File: config.mk
export PLATFORM = sky130hd
export DESIGN_NAME = sel_cmp_pipe_flat
export DESIGN_NICKNAME = d
export VERILOG_FILES = /design/src/rtl/sel_cmp_pipe_if.sv /design/src/rtl/sel_cmp_pipe.sv /design/src/flat_wrapper.sv
export SDC_FILE = /design/constraint.sdc
export NUM_CORES = 1
export LEC_CHECK = 0
export ABC_AREA = 1
export BUFFER_PORTS_ARGS = -buffer_cell sky130_fd_sc_hd__buf_4
export CORE_MARGIN = 3
export CORE_UTILIZATION = 46
export CTS_CLUSTER_DIAMETER = 60
export DETAILED_ROUTE_END_ITERATION = 10
export GPL_TIMING_DRIVEN = 0
export MAX_ROUTING_LAYER = met4
export PLACE_DENSITY_LB_ADDON = 0.3
export SLEW_MARGIN = 15
export SYNTH_ARGS = -nofsm -noshare
export SYNTH_HDL_FRONTEND = slang
export SYNTH_SLANG_ARGS = --single-unit
File: constraint.sdc
create_clock -name clk -period 1.2 [get_ports clk]
set_input_delay 0.24 -clock clk [delete_from_list [all_inputs] [get_ports clk]]
set_output_delay 0.24 -clock clk [all_outputs]
set_load 0.02 [all_outputs]
File: src/rtl/sel_cmp_pipe_if.sv
`default_nettype none
// ============================================================================
// Module      : sel_cmp_pipe_if
// Description : Bundles the transaction handshake, operand/flag fields,
//               statistics outputs and clear pulse of sel_cmp_pipe.
//               slave  - the pipeline side (consumes inputs, drives results)
//               master - the producer/consumer side (drives inputs)
// Ports       : in_valid/in_ready, a, b, flags, mode, exp  - input transaction
//               out_valid/out_ready, y                     - result delivery
//               ones_cnt, txn_cnt, err, clr                - statistics/control
// Revision    : 1.0 - initial release
// ============================================================================
interface sel_cmp_pipe_if #(
    parameter int W  = 4,
    parameter int NF = 4,
    parameter int CW = 8
);
    logic          in_valid;
    logic          in_ready;
    logic [W-1:0]  a;
    logic [W-1:0]  b;
    logic [NF-1:0] flags;
    logic [1:0]    mode;
    logic          exp;
    logic          clr;
    logic          out_valid;
    logic          out_ready;
    logic          y;
    logic [CW-1:0] ones_cnt;
    logic [CW-1:0] txn_cnt;
    logic          err;

    modport slave (
        input  in_valid, a, b, flags, mode, exp, clr, out_ready,
        output in_ready, out_valid, y, ones_cnt, txn_cnt, err
    );

    modport master (
        output in_valid, a, b, flags, mode, exp, clr, out_ready,
        input  in_ready, out_valid, y, ones_cnt, txn_cnt, err
    );
endinterface
`default_nettype wire

File: src/rtl/sel_cmp_pipe.sv
`default_nettype none
// ============================================================================
// Module      : sel_cmp_pipe
// Description : Two-stage valid/ready pipeline computing a 1-bit selectable
//               compare/flag function. S1 holds the captured transaction,
//               S2 holds the result y and its expected value. Delivered
//               results update saturating statistics counters and a sticky
//               mismatch flag.
// Ports       : clk  - clock, rising edge
//               rst  - synchronous active-high reset
//               bus  - sel_cmp_pipe_if.slave (handshakes, fields, statistics)
// Revision    : 1.0 - initial release
// ============================================================================
module sel_cmp_pipe #(
    parameter int W  = 4,
    parameter int NF = 4,
    parameter int CW = 8
) (
    input  logic            clk,
    input  logic            rst,
    sel_cmp_pipe_if.slave   bus
);

    localparam int SELW = (NF > 1) ? $clog2(NF) : 1;
    // Operand A is widened so the select mask also works when W < log2(NF).
    localparam int AW   = (W > SELW) ? W : SELW;
    localparam logic [AW-1:0] SEL_MASK = AW'(NF - 1);
    localparam logic [CW-1:0] CNT_MAX  = {CW{1'b1}};

    // ---------------- state ----------------
    logic          s1_valid_q, s1_valid_d;
    logic [W-1:0]  s1_a_q,     s1_a_d;
    logic [W-1:0]  s1_b_q,     s1_b_d;
    logic [NF-1:0] s1_flags_q, s1_flags_d;
    logic [1:0]    s1_mode_q,  s1_mode_d;
    logic          s1_exp_q,   s1_exp_d;
    logic          s2_valid_q, s2_valid_d;
    logic          y_q,        y_d;
    logic          s2_exp_q,   s2_exp_d;
    logic [CW-1:0] ones_cnt_q, ones_cnt_d;
    logic [CW-1:0] txn_cnt_q,  txn_cnt_d;
    logic          err_q,      err_d;

    // ---------------- control ----------------
    logic          w_s2_adv;
    logic          w_s1_adv;
    logic          w_in_ready;
    logic          w_accept;
    logic          w_deliver;
    logic [AW-1:0] w_a_ext;
    logic          w_flag_sel;
    logic          w_y_func;

    assign w_s2_adv   = !s2_valid_q || bus.out_ready;
    assign w_s1_adv   = !s1_valid_q || w_s2_adv;
    // Combinational ready; held low during reset so nothing is taken then.
    assign w_in_ready = w_s1_adv && !rst;
    assign w_accept   = bus.in_valid && w_in_ready;
    assign w_deliver  = s2_valid_q && bus.out_ready;

    // ---------------- result function on S1 contents ----------------
    always_comb begin
        w_a_ext    = AW'(s1_a_q);
        w_flag_sel = 1'b0;
        // Flag select uses only the low log2(NF) bits of A.
        for (int i = 0; i < NF; i++) begin
            if ((w_a_ext & SEL_MASK) == AW'(i)) begin
                w_flag_sel = s1_flags_q[i];
            end
        end
        case (s1_mode_q)
            2'b00:   w_y_func = (s1_a_q == s1_b_q);
            2'b01:   w_y_func = (s1_a_q > s1_b_q);
            2'b10:   w_y_func = ^s1_flags_q;
            default: w_y_func = w_flag_sel;
        endcase
    end

    // ---------------- next state ----------------
    always_comb begin
        s1_valid_d = s1_valid_q;
        s1_a_d     = s1_a_q;
        s1_b_d     = s1_b_q;
        s1_flags_d = s1_flags_q;
        s1_mode_d  = s1_mode_q;
        s1_exp_d   = s1_exp_q;
        s2_valid_d = s2_valid_q;
        y_d        = y_q;
        s2_exp_d   = s2_exp_q;
        ones_cnt_d = ones_cnt_q;
        txn_cnt_d  = txn_cnt_q;
        err_d      = err_q;

        if (w_s1_adv) begin
            s1_valid_d = w_accept;
            if (w_accept) begin
                s1_a_d     = bus.a;
                s1_b_d     = bus.b;
                s1_flags_d = bus.flags;
                s1_mode_d  = bus.mode;
                s1_exp_d   = bus.exp;
            end
        end

        if (w_s2_adv) begin
            s2_valid_d = s1_valid_q;
            // y keeps its last value when S2 drains to empty.
            if (s1_valid_q) begin
                y_d      = w_y_func;
                s2_exp_d = s1_exp_q;
            end
        end

        // Clear has priority over a same-cycle delivery.
        if (bus.clr) begin
            ones_cnt_d = '0;
            txn_cnt_d  = '0;
            err_d      = 1'b0;
        end else if (w_deliver) begin
            if (txn_cnt_q != CNT_MAX) begin
                txn_cnt_d = txn_cnt_q + CW'(1);
            end
            if (y_q && (ones_cnt_q != CNT_MAX)) begin
                ones_cnt_d = ones_cnt_q + CW'(1);
            end
            if (y_q != s2_exp_q) begin
                err_d = 1'b1;
            end
        end
    end

    // ---------------- registers ----------------
    always_ff @(posedge clk) begin
        if (rst) begin
            s1_valid_q <= 1'b0;
            s1_a_q     <= '0;
            s1_b_q     <= '0;
            s1_flags_q <= '0;
            s1_mode_q  <= 2'b00;
            s1_exp_q   <= 1'b0;
            s2_valid_q <= 1'b0;
            y_q        <= 1'b0;
            s2_exp_q   <= 1'b0;
            ones_cnt_q <= '0;
            txn_cnt_q  <= '0;
            err_q      <= 1'b0;
        end else begin
            s1_valid_q <= s1_valid_d;
            s1_a_q     <= s1_a_d;
            s1_b_q     <= s1_b_d;
            s1_flags_q <= s1_flags_d;
            s1_mode_q  <= s1_mode_d;
            s1_exp_q   <= s1_exp_d;
            s2_valid_q <= s2_valid_d;
            y_q        <= y_d;
            s2_exp_q   <= s2_exp_d;
            ones_cnt_q <= ones_cnt_d;
            txn_cnt_q  <= txn_cnt_d;
            err_q      <= err_d;
        end
    end

    // ---------------- outputs ----------------
    assign bus.in_ready  = w_in_ready;
    assign bus.out_valid = s2_valid_q;
    assign bus.y         = y_q;
    assign bus.ones_cnt  = ones_cnt_q;
    assign bus.txn_cnt   = txn_cnt_q;
    assign bus.err       = err_q;

endmodule
`default_nettype wire

File: src/flat_wrapper.sv
// flat-port wrapper written by rule: the top's interface ports become plain ports
module sel_cmp_pipe_flat 
#(
    parameter int W  = 4,
    parameter int NF = 4,
    parameter int CW = 8
)
  (clk, rst, bus_in_valid, bus_a, bus_b, bus_flags, bus_mode, bus_exp, bus_clr, bus_out_ready, bus_in_ready, bus_out_valid, bus_y, bus_ones_cnt, bus_txn_cnt, bus_err);
  sel_cmp_pipe_if #(.W(W), .NF(NF), .CW(CW)) bus_i ();
  input  logic clk;
  input  logic rst;
  input wire logic [$bits(bus_i.in_valid)-1:0] bus_in_valid;
  input wire logic [$bits(bus_i.a)-1:0] bus_a;
  input wire logic [$bits(bus_i.b)-1:0] bus_b;
  input wire logic [$bits(bus_i.flags)-1:0] bus_flags;
  input wire logic [$bits(bus_i.mode)-1:0] bus_mode;
  input wire logic [$bits(bus_i.exp)-1:0] bus_exp;
  input wire logic [$bits(bus_i.clr)-1:0] bus_clr;
  input wire logic [$bits(bus_i.out_ready)-1:0] bus_out_ready;
  output wire logic [$bits(bus_i.in_ready)-1:0] bus_in_ready;
  output wire logic [$bits(bus_i.out_valid)-1:0] bus_out_valid;
  output wire logic [$bits(bus_i.y)-1:0] bus_y;
  output wire logic [$bits(bus_i.ones_cnt)-1:0] bus_ones_cnt;
  output wire logic [$bits(bus_i.txn_cnt)-1:0] bus_txn_cnt;
  output wire logic [$bits(bus_i.err)-1:0] bus_err;
  assign bus_i.in_valid = bus_in_valid;
  assign bus_i.a = bus_a;
  assign bus_i.b = bus_b;
  assign bus_i.flags = bus_flags;
  assign bus_i.mode = bus_mode;
  assign bus_i.exp = bus_exp;
  assign bus_i.clr = bus_clr;
  assign bus_i.out_ready = bus_out_ready;
  assign bus_in_ready = bus_i.in_ready;
  assign bus_out_valid = bus_i.out_valid;
  assign bus_y = bus_i.y;
  assign bus_ones_cnt = bus_i.ones_cnt;
  assign bus_txn_cnt = bus_i.txn_cnt;
  assign bus_err = bus_i.err;
  sel_cmp_pipe #(.W(W), .NF(NF), .CW(CW)) u_core (.clk(clk), .rst(rst), .bus(bus_i));
endmodule
# After elaboration in Yosys (flattened, before gate mapping)
# Cells that the tools add are included.
[totals]
mem_count = 0
latchBits = 0
in_bits = 20
mem_bits_rw = 0
ff_bits = 36
out_inout_bits = 20
mem_bits_ro = 0
[classes]
mux = 5
mul = 0
n_div = 0
n_addsub = 2
order_cmp = 1
n_bitwise = 0
eq_ne = 9
reduce_logical = 18
shifts = 0
[op_table]
columns = ["cell", "n"]
rows = [
  ["8-bit by 1-bit adder with 8-bit output, second input constant", 2],
  ["8-bit inequality test, second input constant", 2],
  ["2-bit AND reduction", 5],
  ["2-bit == test, second input constant", 3],
  ["2-bit by 1-bit == test with 1-bit output, second input constant", 2],
  ["4-bit == test", 1],
  ["4-bit > comparator", 1],
  ["1-bit logical AND", 4],
  ["4-bit zero test", 1],
  ["1-bit 2-to-1 mux", 4],
  ["4-bit XOR reduction", 1],
  ["1-bit zero test", 3],
  ["1-bit case mux with 3 select lines", 1],
  ["2-bit zero test", 1],
  ["1-bit logical OR", 2],
  ["2-bit OR reduction", 1],
  ["1-bit inequality test", 1],
]

# Longest topological paths before layout
# Gate-level depths: netlist of the first run.
[logic_depth]
depth_word = 6
mapped_depth = 11

# Worst setup path before layout of the first run
# Ideal clock, no wire load.
[synth_timing]
path_kind = "register -> register"
startpoint = "register u_core.ones_cnt_q[0] (netlist: u_core.bus.ones_cnt[0])"
endpoint = "register u_core.ones_cnt_q[1] (netlist: u_core.bus.ones_cnt[1])"
path_stages_with_launch = 9
period_less_slack_ns = 1.449
setup_time_ns = 0.116
t_arrival_ns = 1.334
setup_slack_ns = -0.249
cell_sequence = "dfxtp_1 ha_1 nand3_1 nor2_2 nand2_1 nand2_4 inv_2 nor2_1 nor2_1"
[synth_via]
elab_chain_len = 3
elab_cells_between_ends = 4
[synth_lines]
columns = ["element", "line_no", "text"]
rows = [
  ["from (decl)", "sel_cmp_pipe.sv:40", "logic [CW-1:0] ones_cnt_q, ones_cnt_d;"],
  ["from (signal assigned)", "sel_cmp_pipe.sv:157", "ones_cnt_q <= ones_cnt_d;"],
  ["branches (longest 3 deep; another with 8-bit by 1-bit adder with 8-bit output)", "n/a", ""],
]
# Parallel ways; which one is timed is not known.
# A chain may end at the register's enable or synchronous reset.

# Final worst setup path of the first run
[layout_timing]
startpoint = "register u_core.s2_valid_q (netlist: u_core.bus.out_valid)"
endpoint = "output bus_in_ready"
[layout_via]
elab_chain_len = 4
[layout_lines]
columns = ["element", "line_no", "text"]
rows = [
  ["from (decl)", "sel_cmp_pipe.sv:37", "logic s2_valid_q, s2_valid_d;"],
  ["from (signal assigned)", "sel_cmp_pipe.sv:154", "s2_valid_q <= s2_valid_d;"],
  ["1-bit zero test", "sel_cmp_pipe.sv:54", "assign w_s2_adv = !s2_valid_q || bus.out_ready;"],
  ["1-bit logical OR", "sel_cmp_pipe.sv:54", ""],
  ["1-bit logical OR", "sel_cmp_pipe.sv:55", "assign w_s1_adv = !s1_valid_q || w_s2_adv;"],
  ["1-bit logical AND", "sel_cmp_pipe.sv:57", "assign w_in_ready = w_s1_adv && !rst;"],
  ["to (decl)", "flat_wrapper.sv:20", "output wire logic [$bits(bus_i.in_ready)-1:0] bus_in_ready;"],
]
# No other way between the ends.

==> flow_summary.json, run 1 <==
{
  "start_util": 0.4910,
  "crit_required_ps": 960,
  "power_density_nw_per_um2": 946.4,
  "fin_crit_sh": 1.067,
  "fin_area_sq_um": 2720,
  "syn_to_final_growth_pct": 46.89,
  "run_status": "finished, violations left",
  "numCtsBuffers": 5,
  "grt_pass1_wl_um": 7507,
  "tritoncts": "done",
  "hpwl_um": 2874,
  "crit_buf_inv": 3,
  "synth_seq_area_share": 0.3892,
  "portBuffers": 38,
  "postSynthAreaPerCell_sq_um": 6.910,
  "slew_viol_final": 0,
  "dr.pass1.iters": 4,
  "critPathMostFrequentCell": "inv_2",
  "cts_max_path_buffers": 2,
  "htreeDepth": 2,
  "clkTransAtPathRegs_ps": 70,
  "setup.worst_path.end_class": "output port",
  "place_congestion": 0.8105,
  "layout_setup_ws_ps": -80.15,
  "mostFrequentLayoutCells": "nand2_1, buf_4, inv_1",
  "hold_depth": 3,
  "via_per_inst": 5.040,
  "fin_skew_ps": 3.465,
  "yosys_register_bits": 36,
  "ys.warnings.count": 0,
  "vdd_drop_max_mv": 0.8405,
  "post_drt_wl_per_cell_um": 12.65,
  "core_area_sq_um": 3771,
  "hp-class": "in2reg",
  "p_leak_uw": 0.001255,
  "relSlewSlack": 0.6825,
  "clock-sinks": 36,
  "totalWireLength_um": 4756,
  "max_freq_mhz": 781.2,
  "dpl_worst_slack_ps": -94.67,
  "num_rows": 22,
  "grt_pass1_vias": 1768,
  "cts_root_buffer": "clkbuf_8",
  "finalSetupTns_ps": -409.1,
  "ios": 40,
  "layout_commonest_cell": "nand2_1",
  "antenna_cells": 0,
  "tightest_slew_ps": 476.2,
  "die_w_um": 69.45,
  "cts_hold_buf": 0,
  "critical_path.max_stage_delay_ps": 350,
  "overflow": 0,
  "path_cells": "nand2_4, nor2_4, inv_2, nand2_2, inv_2, buf_6",
  "synthCells": 268,
  "synth.net_count": 294,
  "fin_crit_ps": 1280,
  "rsz0062_at_grt": "true",
  "setup_violations": 9,
  "slowest_stage": "dfxtp_2",
  "dieArea_sq_um": 4823,
  "layout-drive-gt1-share": 0.4421,
  "maxCapViolCount": 0,
  "track_usage": 0.1955,
  "yosysUniqueCellTypes": 22,
  "grt_max_degree": 11,
  "critical-path-top-delay-family": "flip-flops",
  "r2r_cells": 8,
  "postPlaceCellArea_sq_um": 2248,
  "ant_nets": 0,
  "antenna_found_initial": 0,
  "cp.depth": 6,
  "drt_iter0_markers": 113,
  "synth_area_sq_um": 1852,
  "post-route-drc-count": 0,
  "startpoint_type": "register",
  "vias": 1895,
  "final-hold-violation-count": 0,
  "clk-insertion-delay-late_ps": 300,
  "die_h_um": 69.45,
  "crit_fanout": 2,
  "arrival_ps": 1040,
  "violations": "setup timing",
  "nNetsFinal": 353,
  "crit_type": "reg2out"
}
-- flip-flops by register name (all words and copies together) (netlist names), 2 cells and up --
register,flops
u_core.bus.ones_cnt,8
u_core.bus.txn_cnt,8
u_core.s1_a_q,4
u_core.s1_b_q,4
u_core.s1_flags_q,4
u_core.s1_mode_q,2
-- metrics by stage --
step                      hold WS [ps]  std cells  utilization  total power, uW
after detailed placement         442.8        354       0.5962             1582
after global placement           437.6        354       0.5962             1575
after global routing             141.6        376       0.7213             2698
after floorplan                  352.7        268            -             1476
final                            137.6        376       0.7213             2574
after CTS                        135.4        375       0.6692             2535
-- synth_stat cells --
library cell | number | area share
buf_2 | 5 | 0.014
inv_1 | 42 | 0.085
nand4_1 | 4 | 0.014
nand2_1 | 90 | 0.18
nor2_1 | 10 | 0.020
inv_2 | 2 | 0.0041
buf_1 | 1 | 0.0020
ha_1 | 6 | 0.041
a21oi_1 | 18 | 0.049
o21ai_1 | 3 | 0.0081
nor2_2 | 5 | 0.017
nand2_4 | 2 | 0.012
nand3_1 | 12 | 0.032
a21oi_2 | 5 | 0.024
nand2_2 | 1 | 0.0034
xnor2_1 | 2 | 0.0095
o21ai_0 | 6 | 0.016
nor3_2 | 1 | 0.0054
nand3b_1 | 1 | 0.0041
o31ai_1 | 10 | 0.041
dfxtp_1 | 36 | 0.39
xor2_1 | 6 | 0.028
-- repair_timing --
| action | in CTS | in global routing |
|---|---|---|
| buffers inserted | 11 | 1 |
| cloned | 2 | 0 |
| pin swaps | 17 | 22 |
| gates resized for setup | 27 | 60 |
| endpoints found under the setup margin | 18 | 35 |
-- per-layer routing --
layer	global-route usage	up-vias	wire length (um)
met5	-	-	0
met4	0.09544	0	95
met3	0.04928	12	227
met2	0.3358	49	2473
met1	0.2083	868	1959
li1	-	966	-
-- final timing paths --
| check | startpoint | end | slack, ps |
|---|---|---|---|
| setup / recovery | u_core.bus.out_valid | bus_in_ready | -80 |
| hold reg to reg | u_core.bus.err | u_core.bus.err | 460 |
| hold / removal | bus_flags[3] | u_core.s1_flags_q[3] | 140 |
| setup reg to reg | u_core.bus.ones_cnt[1] | u_core.bus.ones_cnt[0] | -50 |
-- cell type report --
type | instances | area (sq um)
Multi-Input combinational cell | 184 | 1205
Inverter | 44 | 177.7
Buffer | 6 | 36.28
Fill cell | 295 | 1051
Clock buffer | 8 | 90.09
Sequential cell | 36 | 760.7
Timing Repair Buffer | 50 | 390.4
Tap cell | 48 | 60.06
-- cell families after synthesis --
| logic type | Yosys count | share of synthesized area |
|---|---|---|
| XOR/XNOR | 8 | 0.03784 |
| flip-flops | 36 | 0.3892 |
| AO/OA/AOI/OAI | 42 | 0.1372 |
| adder cells (fa/ha/maj) | 6 | 0.04054 |
| buffers and inverters | 50 | 0.1047 |
| AND/OR/NAND/NOR | 126 | 0.2905 |
-- report_power, final --
part / total (uW) / switching [uW] / internal [uW]
clock network: 914 / 445 / 468
logic: 390 / 212 / 179
registers: 1270 / 38.2 / 1230
total: 2570 / 695 / 1880
-- worst reg2reg max path: stages, from the launching register on --
cell and delay [ps]:
dfxtp_4 360, ha_4 140, nand3_4 80, nor2_4 140, nand2_2 100, nand2_4 130
inv_8 70, nand2_1 70, a21oi_1 50
Note: power is estimated with default switching activity, not from simulation.
==> run 2, diff against run 1 <==
Settings changed: CORE_UTILIZATION 46 to 31.
==> run 2 against run 1 <==
Effect of this change: the run still ends with setup timing left; hold slack gained 2.0 ps; combinational power shrank 5%; total power grew 6.4%; flip-flop and latch count is the same; wire length grew 2.2%; clock power grew 20%; clock skew grew 10 ps; sequential power is essentially flat; largest cell class unchanged; largest power group unchanged.
==> flow_summary.json, run 2 (same netlist as run 1, synthesis figures left out) <==
{
  "portBuffers": 38,
  "clk-insertion-delay-late_ps": 300,
  "hpwl_um": 3007,
  "grt_pass1_wl_um": 7748,
  "crit_fanout": 3,
  "post-route-util": 0.5154,
  "tightest_slew_ps": 515.8,
  "ios": 40,
  "slowest_stage": "dfxtp_2",
  "startpoint_type": "register",
  "post-route-drc-count": 0,
  "antenna_found_initial": 0,
  "cts_root_buffer": "clkbuf_8",
  "antenna_cells": 0,
  "postPlaceCellArea_sq_um": 2278,
  "drt_iter0_markers": 43,
  "via_per_inst": 4.649,
  "mostFrequentLayoutCells": "nand2_1, buf_4, inv_1",
  "crit_buf_inv": 4,
  "setup.worst_path.end_class": "output port",
  "switchingPower_uw": 722.6,
  "power_density_nw_per_um2": 941.7,
  "fillers": 553,
  "crit_required_ps": 960,
  "vdd_drop_max_mv": 0.7125,
  "nNetsFinal": 355,
  "dpl_worst_slack_ps": -105.0,
  "rsz0062_at_grt": "true",
  "grt_pass1_vias": 1754,
  "hp-class": "in2reg",
  "critPathMostFrequentCell": "inv_2",
  "critical-path-top-delay-family": "flip-flops",
  "critical_path.max_stage_delay_ps": 350,
  "run_status": "finished, violations left",
  "dieArea_sq_um": 6937,
  "place_congestion": 0.8050,
  "start_util": 0.3282,
  "fin_crit_ps": 1291,
  "clkTransAtPathRegs_ps": 90,
  "core_area_sq_um": 5642,
  "post_drt_wl_per_cell_um": 12.09,
  "dr.pass1.iters": 4,
  "ant_nets": 0,
  "fin_crit_sh": 1.076,
  "maxCapViolCount": 0,
  "pwr-share-comb": 0.135,
  "syn_to_final_growth_pct": 57.03,
  "clock_power_share": 0.402,
  "cts_max_path_buffers": 2,
  "switching_share": 0.2639,
  "arrival_ps": 1050,
  "violations": "setup timing",
  "max_freq_mhz": 774.6,
  "slew_viol_final": 0,
  "final-hold-violation-count": 0,
  "setup_violations": 7,
  "totalWireLength_um": 4859,
  "intPower_uw": 2016,
  "die_w_um": 83.29,
  "track_usage": 0.1384,
  "pwr-share-seq": 0.463,
  "clock-sinks": 36,
  "overflow": 0,
  "num_rows": 27,
  "layout-drive-gt1-share": 0.4788,
  "grt_max_degree": 13,
  "path_cells": "inv_2, nor2_4, inv_2, nand2_1, inv_1, buf_6",
  "htreeDepth": 2,
  "die_h_um": 83.29,
  "layout_setup_ws_ps": -90.95,
  "p_leak_uw": 0.001336,
  "numCtsBuffers": 5,
  "fin_area_sq_um": 2908,
  "tritoncts": "done",
  "crit_type": "reg2out",
  "layout_commonest_cell": "nand2_1",
  "vias": 1869,
  "relSlewSlack": 0.6561,
  "fin_skew_ps": 13.55
}
-- run 2: cell types whose count changed in the layout (fill, tap and decap cells not counted), sizes merged --
| cell | previous run | this run |
|---|---|---|
| buf | 56 | 57 |
| bufinv | 0 | 1 |
| clkbuf | 8 | 6 |
| clkinv | 0 | 2 |
| clkinvlp | 0 | 1 |
| inv | 44 | 43 |
-- run 2: area by class of cell --
class                      instances  area [sq um]  share of cell area
buffer                             6         40.04             0.01377
clock buffer                       5         68.82             0.02367
clock inverter                     3         42.54             0.01463
inverter                          44         185.2             0.06368
multi-input combinational        184          1297              0.4462
sequential                        36         759.5              0.2612
tap                               72         90.09             0.03098
timing repair buffer              52         424.2              0.1459
-- run 2: metal layers --
metal	part of all wire	wire (um)	GRT usage
met1	0.43	2101	0.1521
met5	0	0	-
met3	0.044	214	0.04266
met2	0.51	2479	0.2369
met4	0.013	64	0.04755
-- run 2: what timing repair did --
action	CTS	global route
hold buffers	0	0
endpoints found under the hold margin	0	0
buffers inserted	14	0
pin swaps	26	23
cloned	2	0
endpoints found under the setup margin	17	39
resized for setup	40	69
-- run 2: power by group through the flow --
stage                     Sequential [uW]  Combinational [uW]  Clock (uW)
after floorplan                      1290                 184           0
after global placement               1290                 287           0
after detailed placement             1290                 292           0
after CTS                            1270                 332        1120
after global routing                 1270                 417        1190
final                                1270                 371        1100
-- run 2: worst register-to-register path: cells and delay by family (launching register included) --
kind / cells / cell delay [ps]
DFF: 1 / 370
buffers and inverters: 1 / 120
adders and majority gates: 1 / 150
AOI/OAI and AO/OA: 1 / 110
xor gates and xnor gates: 1 / 150
and+or+nand+nor: 3 / 280
-- run 2: worst paths after layout --
| check | start | to | slack [ps] | cells past startpoint |
|---|---|---|---|---|
| max | u_core.s1_valid_q | bus_in_ready | -90 | 6 |
| min | bus_a[0] | u_core.s1_a_q[0] | 140 | 3 |
| max reg2reg | u_core.bus.ones_cnt[0] | u_core.bus.ones_cnt[6] | -40 | 7 |
| min reg2reg | u_core.s2_exp_q | u_core.s2_exp_q | 480 | 2 |
-- run 2: per-stage QoR --
stage	hold slack, ps	TNS (ps)	instances	total power (uW)
after detailed placement	441.2	-1179	378	1584
final	139.6	-171.2	402	2738
after floorplan	352.7	-254.1	268	1476
after global placement	438.5	-1062	378	1579
after CTS	139.6	-328.1	402	2724
after global routing	139.5	-2520	402	2880
